--- config.mk ---
export PLATFORM = sky130hd
export DESIGN_NAME = pulse_generator_p
export DESIGN_NICKNAME = d
export VERILOG_FILES = /design/src/rtl/pulse_generator_p.sv
export SDC_FILE = /design/constraint.sdc
export NUM_CORES = 1
export LEC_CHECK = 0
export BUFFER_PORTS_ARGS = -buffer_cell sky130_fd_sc_hd__buf_2
export CORE_UTILIZATION = 45
export CTS_BUF_LIST = sky130_fd_sc_hd__clkbuf_8 sky130_fd_sc_hd__clkbuf_16
export CTS_CLUSTER_SIZE = 24
export DETAILED_ROUTE_END_ITERATION = 6
export PLACE_DENSITY = 0.69
export SYNTH_ARGS = -nofsm -noshare
export SYNTH_HDL_FRONTEND = slang
export SYNTH_SLANG_ARGS = --single-unit
--- constraint.sdc ---
create_clock -name clk -period 3.9 [get_ports clk]
set_input_delay 0 -clock clk [delete_from_list [all_inputs] [get_ports clk]]
set_output_delay 0 -clock clk [all_outputs]
set_load 0.01 [all_outputs]
--- src/rtl/pulse_generator_p.sv ---
// Pulse waveform from phase accumulator; duty threshold computed by a restoring divider
// and swapped in only at phase wrap. Latency phase->square_out 1 clk; no backpressure.
module pulse_generator_p #(
  parameter int PHASE_W = 12,
  parameter int OUT_W   = 12
) (
  input  logic               clk,
  input  logic               rst,
  input  logic [PHASE_W-1:0] phase,
  input  logic [1:0]         duty_mode,
  input  logic [6:0]         duty_cont,
  input  logic               cont_enable,
  input  logic               enable,
  input  logic               invert,
  input  logic [OUT_W-1:0]   amp_hi,
  input  logic [OUT_W-1:0]   amp_lo,
  output logic [OUT_W-1:0]   square_out,
  output logic               cycle_start,
  output logic               busy,
  output logic [PHASE_W-1:0] thr_active
);

  localparam int DIV_W = PHASE_W + 7;
  localparam int CNT_W = $clog2(DIV_W);

  typedef enum logic {S_IDLE, S_CALC} state_t;

  state_t             r_state, w_state_nxt;
  logic [9:0]         r_cfg;
  logic [CNT_W-1:0]   r_cnt;
  logic [DIV_W-1:0]   r_dq;
  logic [6:0]         r_rem;
  logic [6:0]         r_den;
  logic [PHASE_W-1:0] r_pend_thr;
  logic               r_pend_vld;
  logic [PHASE_W-1:0] r_thr_active;
  logic [PHASE_W-1:0] r_phase_q;

  logic [6:0]         w_dc;
  logic [9:0]         w_cfg_live;
  logic               w_load;
  logic               w_last;
  logic [DIV_W-1:0]   w_num;
  logic [6:0]         w_den;
  logic [7:0]         w_rem_sh;
  logic               w_ge;
  logic [6:0]         w_rem_nxt;
  logic [DIV_W-1:0]   w_dq_nxt;
  logic               w_wrap;
  logic [PHASE_W-1:0] w_thr_eff;
  logic               w_pulse;

  // Ignored fields are pinned so they never cause a spurious recalculation.
  assign w_dc       = (duty_cont == 7'd0) ? 7'd1 : (duty_cont > 7'd99) ? 7'd99 : duty_cont;
  assign w_cfg_live = cont_enable ? {1'b1, 2'b00, w_dc} : {1'b0, duty_mode, 7'd1};

  assign w_load = (r_state == S_IDLE) && (w_cfg_live != r_cfg);
  assign w_last = (r_state == S_CALC) && (r_cnt == CNT_W'(DIV_W - 1));

  assign w_num = cont_enable ? {w_dc, {PHASE_W{1'b0}}}
                             : {6'd0, 1'b1, {PHASE_W{1'b0}}};

  always_comb begin
    w_den = 7'd100;
    if (!cont_enable) begin
      case (duty_mode)
        2'b00:   w_den = 7'd2;
        2'b01:   w_den = 7'd3;
        2'b10:   w_den = 7'd4;
        default: w_den = 7'd7;
      endcase
    end
  end

  // Remainder stays below the divisor (<=100), so 7 bits hold it between steps.
  assign w_rem_sh  = {r_rem, r_dq[DIV_W-1]};
  assign w_ge      = (w_rem_sh >= {1'b0, r_den});
  assign w_rem_nxt = w_ge ? 7'(w_rem_sh - {1'b0, r_den}) : w_rem_sh[6:0];
  assign w_dq_nxt  = {r_dq[DIV_W-2:0], w_ge};

  assign w_wrap    = (phase < r_phase_q);
  assign w_thr_eff = (w_wrap && r_pend_vld) ? r_pend_thr : r_thr_active;
  assign w_pulse   = (phase < w_thr_eff) ^ invert;

  always_comb begin
    w_state_nxt = r_state;
    case (r_state)
      S_IDLE:  if (w_load) w_state_nxt = S_CALC;
      S_CALC:  if (w_last) w_state_nxt = S_IDLE;
      default: w_state_nxt = S_IDLE;
    endcase
  end

  always_ff @(posedge clk or posedge rst) begin
    if (rst) r_state <= S_IDLE;
    else     r_state <= w_state_nxt;
  end

  always_ff @(posedge clk or posedge rst) begin
    if (rst) begin
      r_cfg        <= {1'b0, 2'b00, 7'd1};
      r_cnt        <= '0;
      r_dq         <= '0;
      r_rem        <= '0;
      r_den        <= '0;
      r_pend_thr   <= '0;
      r_pend_vld   <= 1'b0;
      r_thr_active <= {1'b1, {(PHASE_W-1){1'b0}}};
      r_phase_q    <= '0;
      square_out   <= '0;
      cycle_start  <= 1'b0;
    end else begin
      if (w_load) begin
        r_cfg <= w_cfg_live;
        r_dq  <= w_num;
        r_den <= w_den;
        r_rem <= '0;
        r_cnt <= '0;
      end else if (r_state == S_CALC) begin
        r_dq  <= w_dq_nxt;
        r_rem <= w_rem_nxt;
        r_cnt <= r_cnt + CNT_W'(1);
      end

      r_phase_q   <= phase;
      cycle_start <= w_wrap;
      square_out  <= (enable && w_pulse) ? amp_hi : amp_lo;

      if (w_wrap && r_pend_vld) begin
        r_thr_active <= r_pend_thr;
        r_pend_vld   <= 1'b0;
      end
      // A result landing on a consuming wrap must survive, so this comes last.
      if (w_last) begin
        r_pend_thr <= w_dq_nxt[PHASE_W-1:0];
        r_pend_vld <= 1'b1;
      end
    end
  end

  assign busy       = (r_state == S_CALC);
  assign thr_active = r_thr_active;

endmodule

==> flow_metrics.env <==
export IMPL_hold_viol_final=0
export IMPL_outcome="finished, final reports clean"
export IMPL_cp_slowest_cell="dfrtp_1"
export IMPL_cts_buffers=9
export IMPL_core_area_sq_mm=0.00986
export IMPL_fp_dieH_microns=103
export IMPL_arrival_ns=4.10
export IMPL_critPathKind="register to register"
export IMPL_core_rowCount=36
export IMPL_clockRootBuffer="clkbuf_8"
export IMPL_critPathBufInv=4
export IMPL_seq_area_frac_synth_pct=51.6
export IMPL_timing_final_crit_share_pct=99.0
export IMPL_io_pins=76
export IMPL_antennaDiodeCount=0
export IMPL_drt_iter0_drc=134
export IMPL_grt_use_total_pct=20.7
export IMPL_grt_pass1_vias=3654
export IMPL_cp_required_ns=4.14
export IMPL_busiest_layer="met2"
export IMPL_place_gp_congestion=0.937
export IMPL_area_growth_pct=33.5
export IMPL_worst_ir_drop_vdd_v=0.000299
export IMPL_slew_headroom_pct=38.8
export IMPL_gr_usage_met2_pct=34.5
export IMPL_antenna_found_initial=0
export IMPL_nets=648
export IMPL_synth_area_per_cell_sq_um=10.5
export IMPL_totalWireLength_mm=10.5
export IMPL_drv_cap=0
export IMPL_hold_class="input pin to register"
export IMPL_cts_tree="done"
export IMPL_crit_family="compound AO/OA/AOI/OAI gates"
export IMPL_power_density_mw_per_mm2=626
export IMPL_drc=0
export IMPL_use_met1_pct=26.2
export IMPL_dp_hpwl_mm=6.63
export IMPL_htreeDepth=3
export IMPL_setup_violations=0
export IMPL_wire_per_inst_microns=14.9
export IMPL_place_inst=643
export IMPL_vias=3621
export IMPL_cts_buffer_depth=2
export IMPL_avgViaCountPerCell=5.13
export IMPL_max_stage_delay_ns=0.39
export IMPL_cts_sinks=95
export IMPL_drive_gt1_share_pct=30.9
export IMPL_syn_nets=518
export IMPL_syn_inst=438
export IMPL_antenna_left=0
export IMPL_ys_warn_count=0
export IMPL_p_leak_nw=2.79
export IMPL_cp_max_fo=8
export IMPL_min_period_ns=3.86
export IMPL_final_max_slew_viol_count=0
export IMPL_stdcell_count=706
export IMPL_overflow=0
export IMPL_synth_edff_count=0
export IMPL_rsz0062_at_grt="true"
export IMPL_clock_fmax_mhz=259
export IMPL_clkSlewWorstSetupHoldPaths_ns=0.10
export IMPL_cp_start_kind="register"
export IMPL_min_delay_start="duty_cont[4]"
export IMPL_skew_ns=0.0163
export IMPL_grt_pass1_wl_mm=16.9
export IMPL_synthFlopType="dfrtp_1"
export IMPL_tightest_slew_ns=0.917
export IMPL_dieArea_sq_mm=0.0107
export IMPL_reg2reg_from="r_phase_q[4]$_DFF_PP0_"
export IMPL_start_util_pct=46.7
export IMPL_synth_distinct_cells=52
export IMPL_grt_util_met3_pct=5.17
export IMPL_synthArstFlopShare_pct=100
export IMPL_syn_area_sq_mm=0.00461
export IMPL_whs_ns=0.0215
export IMPL_placement_io_buffers=75
export IMPL_firstDrtPassIters=4
export IMPL_synth_seq_cells=95
export IMPL_insertion_delay_ns=0.36
export IMPL_crit_chain="inv_2 -> ha_4 -> a21o_1 -> a221oi_2 -> o311a_4 -> buf_12 -> mux2_4 -> inv_4 -> ha_4 -> nand4_1 -> nor3_2 -> nor3b_1 -> and3_1 -> a311o_1 -> a21oi_2 -> o21ai_4 -> buf_12 -> mux2_4"
export IMPL_grt_max_degree=55
export IMPL_die_w_microns=103
export IMPL_critPathCaptureType="register"
export IMPL_worstSetupStartpoint="r_phase_q[4]$_DFF_PP0_"
## cell families after synthesis
logic type / synth area share, %
AND/OR/NAND/NOR: 14.1
flip-flops: 51.6
AO/OA/AOI/OAI: 10.0
buffers and inverters: 4.34
multiplexers: 9.69
adder cells (fa/ha/maj): 8.30
XOR/XNOR: 1.90
## per-layer routing
layer	vias to the layer above	wire [microns]
li1	1781	-
met1	1745	4690
met2	85	5210
met3	10	465
met4	0	116
met5	-	0
## tightest hold or removal path: stages
cell and delay [ns]:
buf_2 0.13, nand3_1 0.11, o21ai_0 0.09
## synth_stat cells, types with 4 or more instances
| cell type | count | area [sq um] |
|---|---|---|
| xnor2_1 | 5 | 43.8 |
| nand3_1 | 27 | 135 |
| nand2_1 | 57 | 214 |
| inv_1 | 32 | 120 |
| nor2_1 | 17 | 63.8 |
| nor3_1 | 7 | 35.0 |
| a21oi_1 | 12 | 60.1 |
| mux2i_1 | 12 | 120 |
| dfrtp_1 | 93 | 2330 |
| clkbuf_1 | 9 | 33.8 |
| buf_2 | 4 | 20.0 |
| o21ai_0 | 36 | 180 |
| ha_1 | 29 | 363 |
| xor2_1 | 5 | 43.8 |
| nor2b_1 | 9 | 56.3 |
| mux2_2 | 27 | 304 |
| o21ai_1 | 4 | 20.0 |
| nand4_1 | 4 | 25.0 |
## cell usage in the layout, fill, tap and decap left out, types with 6 or more instances in the layout
master	n
ha_1	21
dfrtp_1	93
nand3_1	27
nor2_1	17
o21ai_0	34
mux2_2	23
clkbuf_8	11
inv_1	26
ha_4	8
nand2_1	57
buf_2	75
a21oi_1	8
nor2b_1	9
dlygate4sd3_1	42
nor3_1	6
buf_4	15
## power breakdown
group	leakage, nW	internal, mW	total [mW]	switching (mW)
Combinational	1.56	0.780	1.53	0.754
Sequential	1.12	1.36	1.65	0.285
Clock	0.103	0.331	0.675	0.344
Total	2.79	2.47	3.85	1.38
## layout make-up
cell class	instances	area [sq um]
fillers	779	3710
flip-flops and latches	95	2380
multi-input cells	294	2290
repair buffers	136	987
well taps	133	166
clock buffers	11	151
inverters	32	124
clock inverters	5	57.6
## path summary, 6_finish.rpt
kind                                                end  slack, ns  depth (start not counted)
worst max-delay path            square_out[4]$_DFF_PP0_       0.04                         18
worst min-delay path               r_cfg[4]$_DFFE_PP0P_       0.02                          3
worst max register to register  square_out[4]$_DFF_PP0_       0.04                         18
worst min register to register     r_dq[17]$_DFFE_PP0P_       0.49                          2
max in group asynchronous       thr_active[8]$_DFF_PP0_       2.48                          4
min in group asynchronous       square_out[6]$_DFF_PP0_       0.37                          3
## state kept, by name (all words and copies together), names as in the netlist
signal       cells
r_rem            7
r_cnt            5
thr_active      12
r_phase_q       12
cycle_start      1
busy             1
square_out      12
r_den            4
r_pend_thr      12
r_cfg            9
r_pend_vld       1
r_dq            19
## metrics by stage
stage	setup WS, ns	utilization, %	TNS, ns	total power, mW	cell area [sq um]
after global placement	-0.0194	52.8	-0.216	2.89	5200
final	0.0407	62.4	0	3.85	6160
after detailed placement	-0.150	52.8	-1.74	2.96	5200
after global routing	-0.133	62.4	-1.48	4.15	6160
after CTS	-0.0421	60.9	-0.315	3.79	6010
after floorplan	0.0552	-	0	2.52	4630
## repair_timing
item | 4_1_cts | 5_1_grt
buffers inserted | 2 | 2
hold buffers | 42 | 0
resized for setup | 29 | 22
hold endpoints to repair | 80 | 0
gates cloned | 1 | 0
endpoints found under the setup margin | 12 | 12
pin swaps | 15 | 13
(Power assumes the default switching activity.)
